[config.mk]
export PLATFORM = sky130hd
export DESIGN_NAME = trv32i_sim_monitor
export DESIGN_NICKNAME = d
export VERILOG_FILES = /design/src/rtl/trv32i_sim_monitor.sv
export SDC_FILE = /design/constraint.sdc
export NUM_CORES = 1
export LEC_CHECK = 0
export CAP_MARGIN = 20
export CORE_UTILIZATION = 49
export DETAILED_ROUTE_END_ITERATION = 16
export GPL_TIMING_DRIVEN = 0
export PLACE_DENSITY = 0.8
export SETUP_SLACK_MARGIN = 0.1
export SYNTH_ARGS = -nofsm -noshare
export SYNTH_HDL_FRONTEND = slang
export SYNTH_SLANG_ARGS = --single-unit
[constraint.sdc]
create_clock -name clk -period 3 [get_ports clk]
set_input_delay 0.75 -clock clk [delete_from_list [all_inputs] [get_ports clk]]
set_output_delay 0.75 -clock clk [all_outputs]
set_load 0.01 [all_outputs]
[src/rtl/trv32i_sim_monitor.sv]
// Run-control monitor for TRV32I simulation/bring-up: halt/error/timeout detection, drain, sticky verdict, counters.
// Optional stuck-PC detector is built only when TRV_MON_LOOPDET_EN is defined.
module trv32i_sim_monitor #(
  parameter int          XLEN           = 32,
  parameter int          CNT_WIDTH      = 32,
  parameter logic [31:0] HALT_INST      = 32'h00000073,
  parameter logic [31:0] ALT_HALT_INST  = 32'h00100073,
  parameter int          DRAIN_CYCLES   = 3,
  parameter int          TIMEOUT_CYCLES = 100000,
  parameter int          LOOP_LIMIT     = 16
) (
  input  logic                 clk,
  input  logic                 rst,
  input  logic [XLEN-1:0]      pc,
  input  logic [XLEN-1:0]      inst,
  input  logic                 inst_valid,
  input  logic                 bus_read_en,
  input  logic                 bus_write_en,
  output logic                 done,
  output logic                 pass,
  output logic                 fail,
  output logic [2:0]           fail_code,
  output logic [CNT_WIDTH-1:0] cycle_cnt,
  output logic [CNT_WIDTH-1:0] inst_cnt,
  output logic [CNT_WIDTH-1:0] rd_cnt,
  output logic [CNT_WIDTH-1:0] wr_cnt
);

  localparam int DW = (DRAIN_CYCLES > 0) ? $clog2(DRAIN_CYCLES + 1) : 1;

  typedef enum logic [1:0] {
    ST_RUN,
    ST_DRAIN,
    ST_PASS,
    ST_FAIL
  } state_t;

  state_t          state;
  logic [DW-1:0]   drain_cnt;
  logic            drain_pass;

  logic            inst_unknown;
  logic            bad_op;
  logic            is_halt;
  logic            timeout_hit;
  logic            loop_hit;
  logic            go_drain;
  logic            go_pass;
  logic [2:0]      go_code;

`ifndef SYNTHESIS
  assign inst_unknown = inst_valid && $isunknown(inst);
`else
  assign inst_unknown = 1'b0;
`endif

  assign bad_op      = inst_valid && (inst[1:0] != 2'b11);
  assign is_halt     = inst_valid && ((inst == XLEN'(HALT_INST)) || (inst == XLEN'(ALT_HALT_INST)));
  assign timeout_hit = (TIMEOUT_CYCLES != 0) && (cycle_cnt == CNT_WIDTH'(TIMEOUT_CYCLES - 1));

`ifdef TRV_MON_LOOPDET_EN
  localparam int LW = $clog2(LOOP_LIMIT + 1);

  logic [XLEN-1:0] last_pc;
  logic [LW-1:0]   loop_cnt;
  logic            same_pc;

  assign same_pc  = inst_valid && (pc == last_pc);
  // Fires on the retirement that would bring the same-pc run to LOOP_LIMIT.
  assign loop_hit = same_pc && ((32'(loop_cnt) + 32'd1) >= 32'(LOOP_LIMIT - 1));

  always_ff @(posedge clk) begin
    if (rst) begin
      last_pc  <= '0;
      loop_cnt <= '0;
    end else if (state == ST_RUN && inst_valid) begin
      last_pc  <= pc;
      loop_cnt <= same_pc ? loop_cnt + LW'(1) : '0;
    end
  end
`else
  logic unused_loop;
  assign unused_loop = ^{pc, 1'(LOOP_LIMIT)};
  assign loop_hit    = 1'b0;
`endif

  always_comb begin
    go_drain = 1'b1;
    go_pass  = 1'b0;
    go_code  = 3'd0;
    if (inst_unknown) begin
      go_code = 3'd2;
    end else if (bad_op) begin
      go_code = 3'd1;
    end else if (is_halt) begin
      go_pass = 1'b1;
    end else if (timeout_hit) begin
      go_code = 3'd3;
    end else if (loop_hit) begin
      go_code = 3'd4;
    end else begin
      go_drain = 1'b0;
    end
  end

  function automatic logic [CNT_WIDTH-1:0] sat_inc(input logic [CNT_WIDTH-1:0] v, input logic en);
    return (en && (v != '1)) ? v + CNT_WIDTH'(1) : v;
  endfunction

  always_ff @(posedge clk) begin
    if (rst) begin
      state      <= ST_RUN;
      drain_cnt  <= '0;
      drain_pass <= 1'b0;
      fail_code  <= 3'd0;
      cycle_cnt  <= '0;
      inst_cnt   <= '0;
      rd_cnt     <= '0;
      wr_cnt     <= '0;
      done       <= 1'b0;
      pass       <= 1'b0;
      fail       <= 1'b0;
    end else begin
      case (state)
        ST_RUN: begin
          // The cycle that leaves RUN is still counted.
          cycle_cnt <= sat_inc(cycle_cnt, 1'b1);
          inst_cnt  <= sat_inc(inst_cnt, inst_valid);
          rd_cnt    <= sat_inc(rd_cnt, bus_read_en);
          wr_cnt    <= sat_inc(wr_cnt, bus_write_en);
          if (go_drain) begin
            state      <= ST_DRAIN;
            drain_cnt  <= DW'(DRAIN_CYCLES);
            drain_pass <= go_pass;
            fail_code  <= go_code;
          end
        end
        ST_DRAIN: begin
          if (drain_cnt == '0) begin
            state <= drain_pass ? ST_PASS : ST_FAIL;
            done  <= 1'b1;
            pass  <= drain_pass;
            fail  <= !drain_pass;
          end else begin
            drain_cnt <= drain_cnt - DW'(1);
          end
        end
        default: begin
          state <= state;
        end
      endcase
    end
  end

endmodule
==> After elaboration in Yosys (flattened, before gate mapping) <==
Cells that the tools add are included.
W data, S select, Z words.
{ "op_classes": {"n_addsub": 5, "eq_ne": 12, "mux": 15, "reduce_logical": 18} }
{ "ops": {"columns": ["op", "count"], "rows": [
  ["$add A32 B1 Y32 const B", 4],
  ["$ne A32 B32 Y1 const B", 4],
  ["$eq A32 B17 Y1 const B", 1],
  ["$eq A32 B21 Y1 const B", 1],
  ["$eq A32 B7 Y1 const B", 1],
  ["$mux W2", 6],
  ["$reduce_and A2 Y1", 6],
  ["$ne A2 B2 Y1 const B", 4],
  ["$pmux W2 S2", 2],
  ["$mux W1", 6],
  ["$reduce_and A3 Y1", 2],
  ["$logic_and A1 B1 Y1", 5],
  ["$logic_not A2 Y1", 2],
  ["$mux W3", 1],
  ["$eq A2 B1 Y1 const B", 1],
  ["$reduce_bool A2 Y1", 1],
  ["$sub A2 B1 Y2 const B", 1],
  ["$logic_not A1 Y1", 1],
  ["$logic_or A1 B1 Y1", 1]
]} }
{ "totals": {"regBits": 139, "input_bits": 69, "output_inout_bits": 134, "elab_cells": 61} }

==> Longest topological paths before layout <==
{ "logic_depth": {"word_depth": 7, "mapped_depth": 8} }

==> Worst setup path after synthesis <==
No wires, ideal clock.
{ "synth_path": {"kind": "input -> register", "from": "input bus_write_en", "to": "register wr_cnt[29]", "arrival_time_ps": 2410, "slack_ps": 519, "stages": 5, "path_buffers": 0, "cell_sequence": "or3b_4 > or4_4 > a31o_4 > or4_1 > a21oi_1"} }
{ "synth_via": {"elab_chain_len": 2} }
{ "synth_lines": {"columns": ["item", "line_no", "source"], "rows": [
  ["start, declared", "18", "input logic bus_write_en,"],
  ["$logic_and A1 B1 Y1", "107", "return (en && (v != '1)) ? v + CNT_WIDTH'(1) : v;"],
  ["$reduce_and A2 Y1 (no line)", null, null],
  ["end signal, assigned", "130", "wr_cnt <= sat_inc(wr_cnt, bus_write_en);"],
  ["end, declared", "26", "output logic [CNT_WIDTH-1:0] wr_cnt"]
]} }
Every way passes these cells.
A chain may end at the register's enable or synchronous reset.

==> Worst setup path after layout <==
{ "layout_path": {"from": "input inst_valid", "to": "register inst_cnt[20]"} }
{ "layout_via": {"elab_chain_len": 2} }
{ "layout_lines": {"columns": ["item", "line_no", "source"], "rows": [
  ["start, declared", "16", "input logic inst_valid,"],
  ["$logic_and A1 B1 Y1", "107", null],
  ["$reduce_and A2 Y1 (no line)", null, null],
  ["end signal, assigned", "128", "inst_cnt <= sat_inc(inst_cnt, inst_valid);"],
  ["end, declared", "24", "output logic [CNT_WIDTH-1:0] inst_cnt,"]
]} }
Every way passes these cells.

==> results.env <==
RUN_STATUS='complete, no violations'
MAX_CLOCK_FREQ_MHz=355.4
SETUP_TOTAL_NEGATIVE_SLACK_NS=0
DRT_DRC_VIOLATIONS_LEFT=0
SYN_AREA_UM2=7259
IR_DROP_uV=450.9
CLOCK_POWER_SHARE_PCT=49.3
ORDERED_CELL_LIST_FOR_THE_CRITICAL_PATH='clkdlybuf4s50_1, nor3b_4, nand4_1, a21o_1, or4_1, a21oi_1'
MAXIMUM_NUMBER_OF_PINS_ON_ONE_NET_BEFORE_GLOBAL_ROUTE_REPAIR=17
FLOORPLAN.INITIALDENSITY_PCT=50.14
POST-LAYOUT-TOTAL-POWER_mW=4.319
FIRST_ITER_VIOLATIONS=612
POST_SYNTH_INST_COUNT=896
FLOW.AREA_GROWTH_FROM_SYNTHESIS_PCT=34.47
PERIOD_SHARE_PCT=93.78
CTS_TREE='yes'
SYNTH_NETS=970
FIRST_GLOBAL_VIAS=7146
FP.DIEH_UM=123.7
GP_ROUTABILITY_CONGESTION=0.9191
DIE-AREA_UM2=15310
PORT_BUFFERS=167
DRT-PASS1-ITER-COUNT=6
FILLERS=1211
POST-DP-HPWL_UM=15110
LAYOUT_COMMONEST_CELL='sky130_fd_sc_hd__clkdlybuf4s50_1'
END_KIND='flop'
SEQUENTIALPOWERSHARE_PCT=43.7
CORE_AREA_UM2=14480
TIMING.CLOCK.SKEW_NS=0.006970
SYNTH_SEQUENTIAL_AREA_RATIO_PCT=38.06
POST-ROUTE-WORST-SETUP-SLACK_NS=0.1865
HOLDCRITPATHCLASS='flop to flop'
CRITICAL_PATH_PEAK_FANOUT=10
HTREE_NUM_LEVELS=4
DETAILEDPLACE.WORSTSLACK_NS=-0.3453
HOLD_VIOL_FINAL=0
SYNTH.AVG_CELL_AREA_UM2=8.102
PATH_CLASS='input port to flop'
MAX_CAP_VIOL_COUNT=0
FIRST_PASS_GRT_WIRE_LENGTH_UM=34110
FP-ROW-COUNT=44
POST_ROUTE_CELLS_DRIVE_ABOVE_1_SHARE_PCT=5.936
CELL_INT_POWER_mW=3.338
CTS.CLK_SLEW.WORST_PATHS_NS=0.06
TIMING.CRITICAL_PATH.SLOWEST_STAGE_CELL='sky130_fd_sc_hd__clkdlybuf4s50_1'
LAYOUTNONFILLERINSTCOUNT=1279
SWSHARE_PCT=22.71
YOSYSWARNINGS=0
NNETSFINAL=1156
SYNTH.FF_LATCH_COUNT=138
SYNTH_EDF_COUNT=0
DRTANTENNAVIOLNETS=0
GRT_UTIL_ALL_LAYERS_PCT=28.24
POST-CTS-SETUP-BUFFERS=0
POST-ROUTE-MIN-PERIOD_NS=2.813
CTS.SINKS=138
NETSWITCHINGPOWER_mW=0.9807
ANTENNA-DIODE-COUNT=0
CELLPOWERDENSITY_nW_PER_UM2=442.4
FF2FF_PATH_DEPTH=7
CLKLATENCYLATEPIN_NS=0.43
WORST_PIN_SLEW_NS=0.8981
DIE_WIDTH_UM=123.7
ROUTED_WL_PER_CELL_UM=16.78
FINALSETUPVIOLATIONS=0
SLOWEST_DELAY_NS=0.56
KIND_OF_START_POINT_OF_THE_CRITICAL_PATH='input port'
SLEW_HEADROOM_PCT=39.57
RSZ0062_AT_GRT='no'
GLOBALROUTEOVERFLOWTOTAL=0
MOSTFREQUENTLAYOUTCELLS='sky130_fd_sc_hd__clkdlybuf4s50_1 (167), sky130_fd_sc_hd__dfxtp_1 (138), sky130_fd_sc_hd__nor2_1 (79)'
COMB_POWER_SHARE_PCT=7.0
ROUTED-VIA-COUNT=7860
CRITICAL_PATH_REQUIRED_NS=3.35
CTS_HOLD_BUF=0
CLK_PATH_BUF_DEPTH=2
CTS_MADE_BUFFERS=17
TOP_LEVEL_PORT_COUNT=203
VIA_DENSITY=6.145
FINAL-MAX-SLEW-VIOLATION-COUNT=0
YS_DOMINANT_REG_CELL='sky130_fd_sc_hd__dfxtp_1'
REGTOREGSETUPSLACK_NS=0.33
HOLD_PATH_DEPTH=2
SYNTH_ASYNC_SR_FLOP_SHARE_PCT=0
NUMPLACEDINSTANCES=1247
GRT_ANTENNA_BEFORE_REPAIR=0
WORST_EP_ARRIVAL_TIME_NS=3.17
WIRELENGTH_UM=21470
POWER.LEAKAGE_nW=2.996
YOSYSUNIQUECELLTYPES=55
CTSROOTBUFFERMASTER='sky130_fd_sc_hd__clkbuf_16'
-- final cells by class --
| type | count | area (um2) | share of cell area, % |
|---|---|---|---|
| plain buffers | 49 | 198.9 | 2.038 |
| inverters | 21 | 78.83 | 0.8075 |
| flip-flops and latches | 138 | 2763 | 28.30 |
| clock inverters | 8 | 117.6 | 1.205 |
| multi-input cells | 688 | 4230 | 43.34 |
| clock buffers | 24 | 471.7 | 4.832 |
| repair buffers | 167 | 1672 | 17.12 |
| well taps | 184 | 230.2 | 2.358 |
-- critical path: cells and delay by family --
kind | cells | cell delay [ns]
simple gates | 3 | 1.32
buf+inv | 1 | 0.56
compound gates | 2 | 0.52
-- power groups by stage --
stage / Clock (mW) / Combinational (mW) / Sequential, mW
finish: 2.13 / 0.303 / 1.89
global route: 2.21 / 0.329 / 1.89
floorplan: 0 / 0.146 / 1.93
CTS: 2.14 / 0.301 / 1.89
detailed placement: 0 / 0.295 / 1.93
global placement: 0 / 0.290 / 1.93
-- synth_stat cells (all sizes together), types with 4 or more instances --
| cell | count | area (um2) |
|---|---|---|
| or2 | 4 | 25.02 |
| xnor2 | 30 | 262.8 |
| nand4 | 53 | 331.6 |
| and4 | 19 | 166.4 |
| nand3 | 41 | 205.2 |
| nor4 | 33 | 212.7 |
| or3 | 33 | 206.5 |
| ha | 5 | 62.56 |
| a21o | 5 | 37.54 |
| nand2 | 60 | 225.2 |
| nand2b | 5 | 31.28 |
| o21ai | 35 | 175.2 |
| a211oi | 4 | 30.03 |
| and3 | 12 | 75.07 |
| a2111oi | 8 | 76.32 |
| a21oi | 76 | 380.4 |
| o31ai | 33 | 247.7 |
| clkbuf | 44 | 165.2 |
| buf | 5 | 33.78 |
| inv | 21 | 78.83 |
| and2 | 9 | 56.30 |
| nor2 | 79 | 296.5 |
| o31a | 4 | 35.03 |
| dfxtp | 138 | 2763 |
| a31oi | 7 | 43.79 |
| or4 | 42 | 319.1 |
| nor3 | 24 | 120.1 |
| mux2 | 19 | 214.0 |
| nor2b | 17 | 106.4 |
| nor3b | 5 | 42.54 |
-- timing repair --
| action | in CTS | in global routing |
|---|---|---|
| setup endpoints to repair | 2 | 2 |
| gates resized for setup | 1 | 1 |
| pin swaps | 0 | 0 |
| endpoints found under the hold margin | 0 | 0 |
-- through the flow --
step / area [um2] / utilization [%] / hold WS, ns
floorplan: 7259 / - / 0.4523
global placement: 9161 / 63.27 / 0.4421
detailed placement: 9161 / 63.27 / 0.4600
CTS: 9757 / 67.39 / 0.4676
global route: 9762 / 67.42 / 0.5009
finish: 9762 / 67.42 / 0.4672
-- layer usage --
metal  vias to the layer above  wire length, um  track usage [%]
li1                       3763                -                -
met1                      3716             9221            36.07
met2                       331            10060            45.56
met3                        50             1667            5.907
met4                         0              522            12.80
met5                         -                0                0
-- path summary, 6_finish.rpt --
kind | start | end
worst min-delay path | pass$_SDFFE_PP0P_ | pass$_SDFFE_PP0P_
worst max register to register | cycle_cnt[0]$_SDFFE_PP0P_ | cycle_cnt[29]$_SDFFE_PP0P_
worst min register to register | pass$_SDFFE_PP0P_ | pass$_SDFFE_PP0P_
worst max-delay path | inst_valid | inst_cnt[20]$_SDFFE_PP0P_
-- cell families after synthesis --
group                      synth area share, %
AOI/OAI and AO/OA                        15.53
xor gates and xnor gates                 3.740
adders and majority gates               0.8618
buffers and inverters                    3.826
DFF                                      38.06
muxes                                    3.223
other                                  0.05166
and+or+nand+nor                          34.71
-- flip-flops by register name (all words and copies together) (netlist names) --
name	cells
fail	1
fail_code	2
drain_pass	1
done	1
pass	1
rd_cnt	32
state	2
inst_cnt	32
cycle_cnt	32
wr_cnt	32
drain_cnt	2
No activity file was read; power rests on OpenSTA's default activity.
